## config.mk

```make
export PLATFORM = sky130hd
export DESIGN_NAME = mio_responder_flat
export DESIGN_NICKNAME = d
export VERILOG_FILES = /design/src/rtl/mio_pkg.sv /design/src/rtl/mio_if.sv /design/src/rtl/mio_addr_decode.sv /design/src/rtl/mio_responder.sv /design/src/flat_wrapper.sv
export SDC_FILE = /design/constraint.sdc
export NUM_CORES = 1
export LEC_CHECK = 0
export CORE_AREA = 2 2 112 114
export DETAILED_ROUTE_END_ITERATION = 10
export DIE_AREA = 0 0 114 116
export DONT_BUFFER_PORTS = 1
export PLACE_DENSITY = 0.73
export RECOVER_POWER = 25
export SYNTH_ARGS = -nofsm -noshare
export SYNTH_HDL_FRONTEND = slang
export SYNTH_SLANG_ARGS = --single-unit
export TNS_END_PERCENT = 50
```

## constraint.sdc

```tcl
create_clock -name clk -period 1.9 [get_ports clk]
set_clock_uncertainty 0.1 [all_clocks]
set_input_delay 0.095 -clock clk [delete_from_list [all_inputs] [get_ports clk]]
set_output_delay 0.095 -clock clk [all_outputs]
set_load 0.005 [all_outputs]
```

## src/rtl/mio_pkg.sv

```systemverilog
// Shared definitions for the memory/IO responder: address map, region
// enumeration and FSM state encoding.
package mio_pkg;

    localparam logic [31:0] RAM_BASE      = 32'h0000_0000;
    localparam logic [31:0] GPIO_IN_ADDR  = 32'hE000_0000;
    localparam logic [31:0] GPIO_OUT_ADDR = 32'hF000_0000;
    localparam logic [31:0] CNT_ADDR      = 32'hF000_0004;

    typedef enum logic [2:0] {
        REG_RAM,
        REG_GPIO_IN,
        REG_GPIO_OUT,
        REG_CNT,
        REG_NONE
    } region_e;

    typedef enum logic [1:0] {
        ST_IDLE,
        ST_ACCESS,
        ST_RESP
    } state_e;

endpackage

```

## src/rtl/mio_if.sv

```systemverilog
// CPU-side request/response bus of the memory/IO responder.
interface mio_if;

    logic        cpu_req;
    logic        mem_w;
    logic [31:0] addr;
    logic [31:0] wdata;
    logic [31:0] rdata;
    logic        mio_ready;

    modport master (
        output cpu_req, mem_w, addr, wdata,
        input  rdata, mio_ready
    );

    modport slave (
        input  cpu_req, mem_w, addr, wdata,
        output rdata, mio_ready
    );

endinterface

```

## src/rtl/mio_addr_decode.sv

```systemverilog
// Combinational address decoder: byte address to region, with misaligned
// or unmapped addresses reported as an error.
module mio_addr_decode
    import mio_pkg::*;
(
    input  logic [31:0] addr_i,
    output region_e     region_o,
    output logic        err_o
);

    always_comb begin
        region_o = REG_NONE;
        if (addr_i[1:0] == 2'b00) begin
            if (addr_i[31:12] == RAM_BASE[31:12]) begin
                region_o = REG_RAM;
            end else if (addr_i == GPIO_IN_ADDR) begin
                region_o = REG_GPIO_IN;
            end else if (addr_i == GPIO_OUT_ADDR) begin
                region_o = REG_GPIO_OUT;
            end else if (addr_i == CNT_ADDR) begin
                region_o = REG_CNT;
            end
        end
    end

    assign err_o = (region_o == REG_NONE);

endmodule

```

## src/rtl/mio_responder.sv

```systemverilog
// Memory/IO responder: serves CPU requests from a synchronous RAM, a GPIO
// pair and a free-running counter, with per-region wait states.
//
// state     | meaning
// ----------+-----------------------------------------------------------
// ST_IDLE   | waiting for cpu_req; request fields latched on acceptance
// ST_ACCESS | wait counter runs down; RAM addressed, RAM write issued
// ST_RESP   | one-cycle mio_ready pulse with read data; register writes
//           | and bus_err take effect on entry
module mio_responder
    import mio_pkg::*;
#(
    parameter int unsigned WAIT_RAM = 1,
    parameter int unsigned WAIT_IO  = 0
) (
    input  logic        clk,
    input  logic        rst_n,
    mio_if.slave        bus,
    output logic [9:0]  ram_addr,
    output logic        ram_we,
    output logic [31:0] ram_din,
    input  logic [31:0] ram_dout,
    output logic [31:0] gpio_out,
    input  logic [31:0] gpio_in,
    output logic        bus_err
);

    localparam logic [3:0] WAIT_RAM_C = 4'(WAIT_RAM);
    localparam logic [3:0] WAIT_IO_C  = 4'(WAIT_IO);

    state_e      state_q, state_d;
    logic [3:0]  wait_q, wait_d;
    logic [9:0]  widx_q, widx_d;
    logic [31:0] wdata_q, wdata_d;
    logic        mem_w_q, mem_w_d;
    region_e     region_q, region_d;
    logic        err_q, err_d;
    logic [31:0] gpio_q, gpio_d;
    logic [31:0] cnt_q, cnt_d;
    logic        bus_err_q, bus_err_d;

    region_e     dec_region;
    logic        dec_err;
    logic [31:0] rdata;

    mio_addr_decode u_decode (
        .addr_i   (bus.addr),
        .region_o (dec_region),
        .err_o    (dec_err)
    );

    always_ff @(posedge clk or negedge rst_n) begin
        if (!rst_n) begin
            state_q   <= ST_IDLE;
            wait_q    <= '0;
            widx_q    <= '0;
            wdata_q   <= '0;
            mem_w_q   <= 1'b0;
            region_q  <= REG_NONE;
            err_q     <= 1'b0;
            gpio_q    <= '0;
            cnt_q     <= '0;
            bus_err_q <= 1'b0;
        end else begin
            state_q   <= state_d;
            wait_q    <= wait_d;
            widx_q    <= widx_d;
            wdata_q   <= wdata_d;
            mem_w_q   <= mem_w_d;
            region_q  <= region_d;
            err_q     <= err_d;
            gpio_q    <= gpio_d;
            cnt_q     <= cnt_d;
            bus_err_q <= bus_err_d;
        end
    end

    always_comb begin
        state_d   = state_q;
        wait_d    = wait_q;
        widx_d    = widx_q;
        wdata_d   = wdata_q;
        mem_w_d   = mem_w_q;
        region_d  = region_q;
        err_d     = err_q;
        gpio_d    = gpio_q;
        cnt_d     = cnt_q + 32'd1;
        bus_err_d = bus_err_q;

        case (state_q)
            ST_IDLE: begin
                if (bus.cpu_req) begin
                    state_d  = ST_ACCESS;
                    widx_d   = bus.addr[11:2];
                    wdata_d  = bus.wdata;
                    mem_w_d  = bus.mem_w;
                    region_d = dec_region;
                    err_d    = dec_err;
                    wait_d   = (dec_region == REG_RAM) ? WAIT_RAM_C : WAIT_IO_C;
                end
            end
            ST_ACCESS: begin
                if (wait_q == 4'd0) begin
                    state_d = ST_RESP;
                    // Register side effects happen only here, once per transaction.
                    if (err_q) begin
                        bus_err_d = 1'b1;
                    end else if (mem_w_q) begin
                        if (region_q == REG_GPIO_OUT) gpio_d = wdata_q;
                        if (region_q == REG_CNT)      cnt_d  = wdata_q;
                    end
                end else begin
                    wait_d = wait_q - 4'd1;
                end
            end
            ST_RESP: begin
                state_d = ST_IDLE;
            end
            default: begin
                state_d = ST_IDLE;
            end
        endcase
    end

    // wait_q still equals its load value only in the first ACCESS cycle.
    assign ram_we   = (state_q == ST_ACCESS) && (region_q == REG_RAM) && mem_w_q
                      && (wait_q == WAIT_RAM_C);
    assign ram_addr = widx_q;
    assign ram_din  = wdata_q;

    always_comb begin
        rdata = '0;
        if ((state_q == ST_RESP) && !mem_w_q) begin
            case (region_q)
                REG_RAM:      rdata = ram_dout;
                REG_GPIO_IN:  rdata = gpio_in;
                REG_GPIO_OUT: rdata = gpio_q;
                REG_CNT:      rdata = cnt_q;
                default:      rdata = '0;
            endcase
        end
    end

    assign bus.rdata     = rdata;
    assign bus.mio_ready = (state_q == ST_RESP);
    assign gpio_out      = gpio_q;
    assign bus_err       = bus_err_q;

endmodule

```

## src/flat_wrapper.sv

```systemverilog
// flat-port wrapper written by rule: the top's interface ports become plain ports
module mio_responder_flat import mio_pkg::*;
#(
    parameter int unsigned WAIT_RAM = 1,
    parameter int unsigned WAIT_IO  = 0
)
  (clk, rst_n, ram_addr, ram_we, ram_din, ram_dout, gpio_out, gpio_in, bus_err, bus_cpu_req, bus_mem_w, bus_addr, bus_wdata, bus_rdata, bus_mio_ready);
  mio_if bus_i ();
  input  logic clk;
  input  logic rst_n;
  output logic [9:0] ram_addr;
  output logic ram_we;
  output logic [31:0] ram_din;
  input  logic [31:0] ram_dout;
  output logic [31:0] gpio_out;
  input  logic [31:0] gpio_in;
  output logic bus_err;
  input wire logic [$bits(bus_i.cpu_req)-1:0] bus_cpu_req;
  input wire logic [$bits(bus_i.mem_w)-1:0] bus_mem_w;
  input wire logic [$bits(bus_i.addr)-1:0] bus_addr;
  input wire logic [$bits(bus_i.wdata)-1:0] bus_wdata;
  output wire logic [$bits(bus_i.rdata)-1:0] bus_rdata;
  output wire logic [$bits(bus_i.mio_ready)-1:0] bus_mio_ready;
  assign bus_i.cpu_req = bus_cpu_req;
  assign bus_i.mem_w = bus_mem_w;
  assign bus_i.addr = bus_addr;
  assign bus_i.wdata = bus_wdata;
  assign bus_rdata = bus_i.rdata;
  assign bus_mio_ready = bus_i.mio_ready;
  mio_responder #(.WAIT_RAM(WAIT_RAM), .WAIT_IO(WAIT_IO)) u_core (.clk(clk), .rst_n(rst_n), .bus(bus_i), .ram_addr(ram_addr), .ram_we(ram_we), .ram_din(ram_din), .ram_dout(ram_dout), .gpio_out(gpio_out), .gpio_in(gpio_in), .bus_err(bus_err));
endmodule
```

==> impl_metrics.json <==
{
  "place_ws_ns": -0.05946,
  "cts_tree": "done",
  "cts_num_sinks": 118,
  "core_um2": 11910,
  "tightest_slew_ns": 0.5456,
  "place_hpwl_um": 10770,
  "slowest_stage": "dfstp_2",
  "hold_viol": 118,
  "drc": 0,
  "postRouteAntennaNets": 0,
  "htree_levels": 4,
  "netlist_instances": 527,
  "critical_path.cell_chain": "buf_6 -> nor3b_4 -> buf_6 -> buf_12 -> a22oi_2 -> a21oi_1",
  "die_x_um": 114,
  "die_h_um": 116,
  "slew_violations": 0,
  "synth-edff-count": 0,
  "boundaryPins": 241,
  "antenna_found_initial": 0,
  "required_ns": 1.70,
  "grt_max_degree": 119,
  "hold_path.class": "primary input to async pin",
  "ys_async_sr_fraction_pct": 100.0,
  "grt_overflow": 0,
  "slew-limit-headroom_pct": 63.55,
  "cp_max_fo": 9,
  "critPathCaptureType": "output pin",
  "p_leak_nw": 3.275,
  "yosysWarnings": 0,
  "first_pass_iters": 5,
  "worst_slack_ns": -0.09846,
  "grt_pass1_wl_um": 24940,
  "cts.clk_slew.worst_paths_ns": 0.05,
  "holdBufCountCts": 49,
  "yosysTopAreaCell": "dfrtp_1",
  "cp-start-kind": "flop",
  "whs_ns": -0.7243,
  "period_minus_slack_ns": 1.998,
  "grt_pass1_vias": 4735,
  "insertion_delay_ns": 0.42,
  "initialDrtViolationCount": 378,
  "clk_path_buf_depth": 2,
  "slowest_delay_ns": 0.40,
  "finalNetCount": 764,
  "maxCapViolations": 0,
  "synth_area_um2": 5833,
  "vdd_drop_max_v": 0.0005860,
  "crit_arrival_ns": 1.80,
  "grt_setup_unrepaired": "yes",
  "syn_nets": 663,
  "dieArea_um2": 13220,
  "gp_congestion": 0.8406,
  "max_freq_mhz": 500.4,
  "drive_gt1_share_pct": 40.38,
  "synth_top_area_share_pct": 50.19,
  "path_common_cell": "buf_6",
  "io_buffers": 0,
  "start_util_pct": 48.97,
  "status": "finished with violations",
  "clock_tree.root_cell": "clkbuf_16",
  "vias": 5070,
  "critPathKind": "flop to output pin",
  "yosysSeqAreaShare_pct": 50.64,
  "wl_per_cell_um": 24.22,
  "synth-main-ff-cell": "dfrtp_1",
  "period_share_pct": 105.2,
  "synth_cell_types": 41,
  "syn_to_final_growth_pct": 39.04,
  "rrSetupSlack_ns": -0.09,
  "violations": "negative hold slack, negative setup slack",
  "p_per_area_nw_per_um2": 1002,
  "routed_via_density": 6.450,
  "ys_top_cells_by_area": "dfrtp_1 (50%), mux2_2 (15%), a22oi_1 (8.2%)",
  "wl_um": 19040,
  "fillers": 834,
  "syn_avg_cell_area_um2": 11.07,
  "ys_seq_elements": 118,
  "rows": 40,
  "grt_usage_pct": 24.51,
  "cts_inserted_buffers": 17,
  "diodes": 0,
  "setup_viol": 60
}
==> final cells by class <==
class / count / area [um^2] / share of cell area [%]
clock buffers: 25 / 485.5 / 5.986
flip-flops and latches: 118 / 2960 / 36.50
inverters: 5 / 18.77 / 0.2314
clock inverters: 5 / 25.02 / 0.3085
well taps: 147 / 183.9 / 2.268
repair buffers: 114 / 1286 / 15.86
multi-input cells: 372 / 3151 / 38.85
==> cell usage after synthesis (all sizes together), types with 2 or more instances <==
library cell,number
nor2b,4
nand4,12
xor2,24
xnor2,6
nand2,13
nor3b,4
clkbuf,23
and3,7
dfrtp,117
or4,4
nor4,8
nor3,4
nor2,42
ha,4
o21a,2
mux2,76
inv,5
o21ai,3
a22oi,64
nand3,12
a21oi,64
a32o,2
and4,3
buf,10
nand3b,2
==> state kept, by name (all words and copies together), names as in the netlist <==
name / count
u_core.ram_addr: 10
u_core.gpio_out: 32
u_core.mem_w_q: 1
u_core.ram_din: 32
u_core.state_q: 2
u_core.region_q: 3
u_core.wait_q: 4
u_core.cnt_q: 32
u_core.err_q: 1
u_core.bus_err: 1
==> cells by family after synthesis <==
family / after synthesis / synth area share (%)
adders and majority gates: 4 / 0.8580
buffers and inverters: 38 / 2.660
and+or+nand+nor: 122 / 11.56
AOI/OAI and AO/OA: 139 / 15.10
muxes: 76 / 14.67
DFF: 118 / 50.64
xor gates and xnor gates: 30 / 4.504
==> placed cells by master (no fill, tap or decap), types with 5 or more instances in the layout <==
master,synthesis,final
a21oi_1,64,46
a21oi_2,0,18
a22oi_1,64,23
a22oi_2,0,41
and3_1,7,7
buf_12,0,6
buf_4,0,34
buf_6,0,12
clkbuf_1,23,5
clkbuf_16,0,26
clkinv_2,0,5
dfrtp_1,117,112
dfrtp_2,0,5
dlygate4sd3_1,0,49
mux2_2,76,76
nand2_1,13,13
nand3_1,9,8
nand4_1,11,11
nor2_1,42,39
xnor2_1,6,6
xor2_1,24,24
==> worst max-delay path, delay by kind of cell, from the launching register on <==
family                 cells  cell delay, ns
AOI/OAI and AO/OA          2            0.28
and+or+nand+nor            1            0.19
buffers and inverters      3            0.51
DFF                        1            0.40
==> layer usage <==
layer  wire, um  track usage, %  share of wire [%]
met1       7463           30.22                 39
met2       9551           41.31                 50
met3       1512           6.851                7.9
met4        512           9.268                2.7
met5          0               0                  0
==> power by group <==
part           leakage [nW]  switching, mW  internal, mW
registers              1.51          0.677          3.06
logic                  1.51          0.649         0.938
clock network         0.257           1.07          1.74
total                  3.27           2.40          5.73
==> what timing repair did <==
item                       in CTS  in global routing
gates resized for setup        31                 83
setup endpoints to repair      72                 98
cloned                          0                 14
buffers inserted                4                  9
pin swaps                       7                 21
hold endpoints to repair      168                118
==> metrics by stage <==
stage	power (mW)	util, %	area [um^2]	TNS [ns]	std cells
6_report	8.130	68.09	8110	-3.024	786
5_1_grt	8.495	68.09	8110	-6.588	786
4_1_cts	7.978	62.28	7418	-1.023	764
3_5_place_dp	5.021	52.52	6256	-1.462	681
3_3_place_gp	4.937	52.52	6256	0	681
2_1_floorplan	4.506	-	5839	-0.5589	527
==> path summary, 6_finish.rpt <==
kind	start	endpoint	depth (start not counted)
max in group asynchronous	rst_n	u_core.region_q[2]$_DFFE_PN1P_	0
min in group clk	bus_addr[20]	u_core.err_q$_DFFE_PN0P_	4
setup reg to reg	u_core.wait_q[1]$_DFFE_PN0P_	u_core.cnt_q[20]$_DFF_PN0_	9
setup / recovery	u_core.region_q[2]$_DFFE_PN1P_	bus_rdata[19]	6
hold / removal	rst_n	u_core.ram_din[15]$_DFFE_PN0P_	0
hold reg to reg	u_core.err_q$_DFFE_PN0P_	u_core.bus_err$_DFFE_PN0P_	1
(Power assumes the default switching activity.)
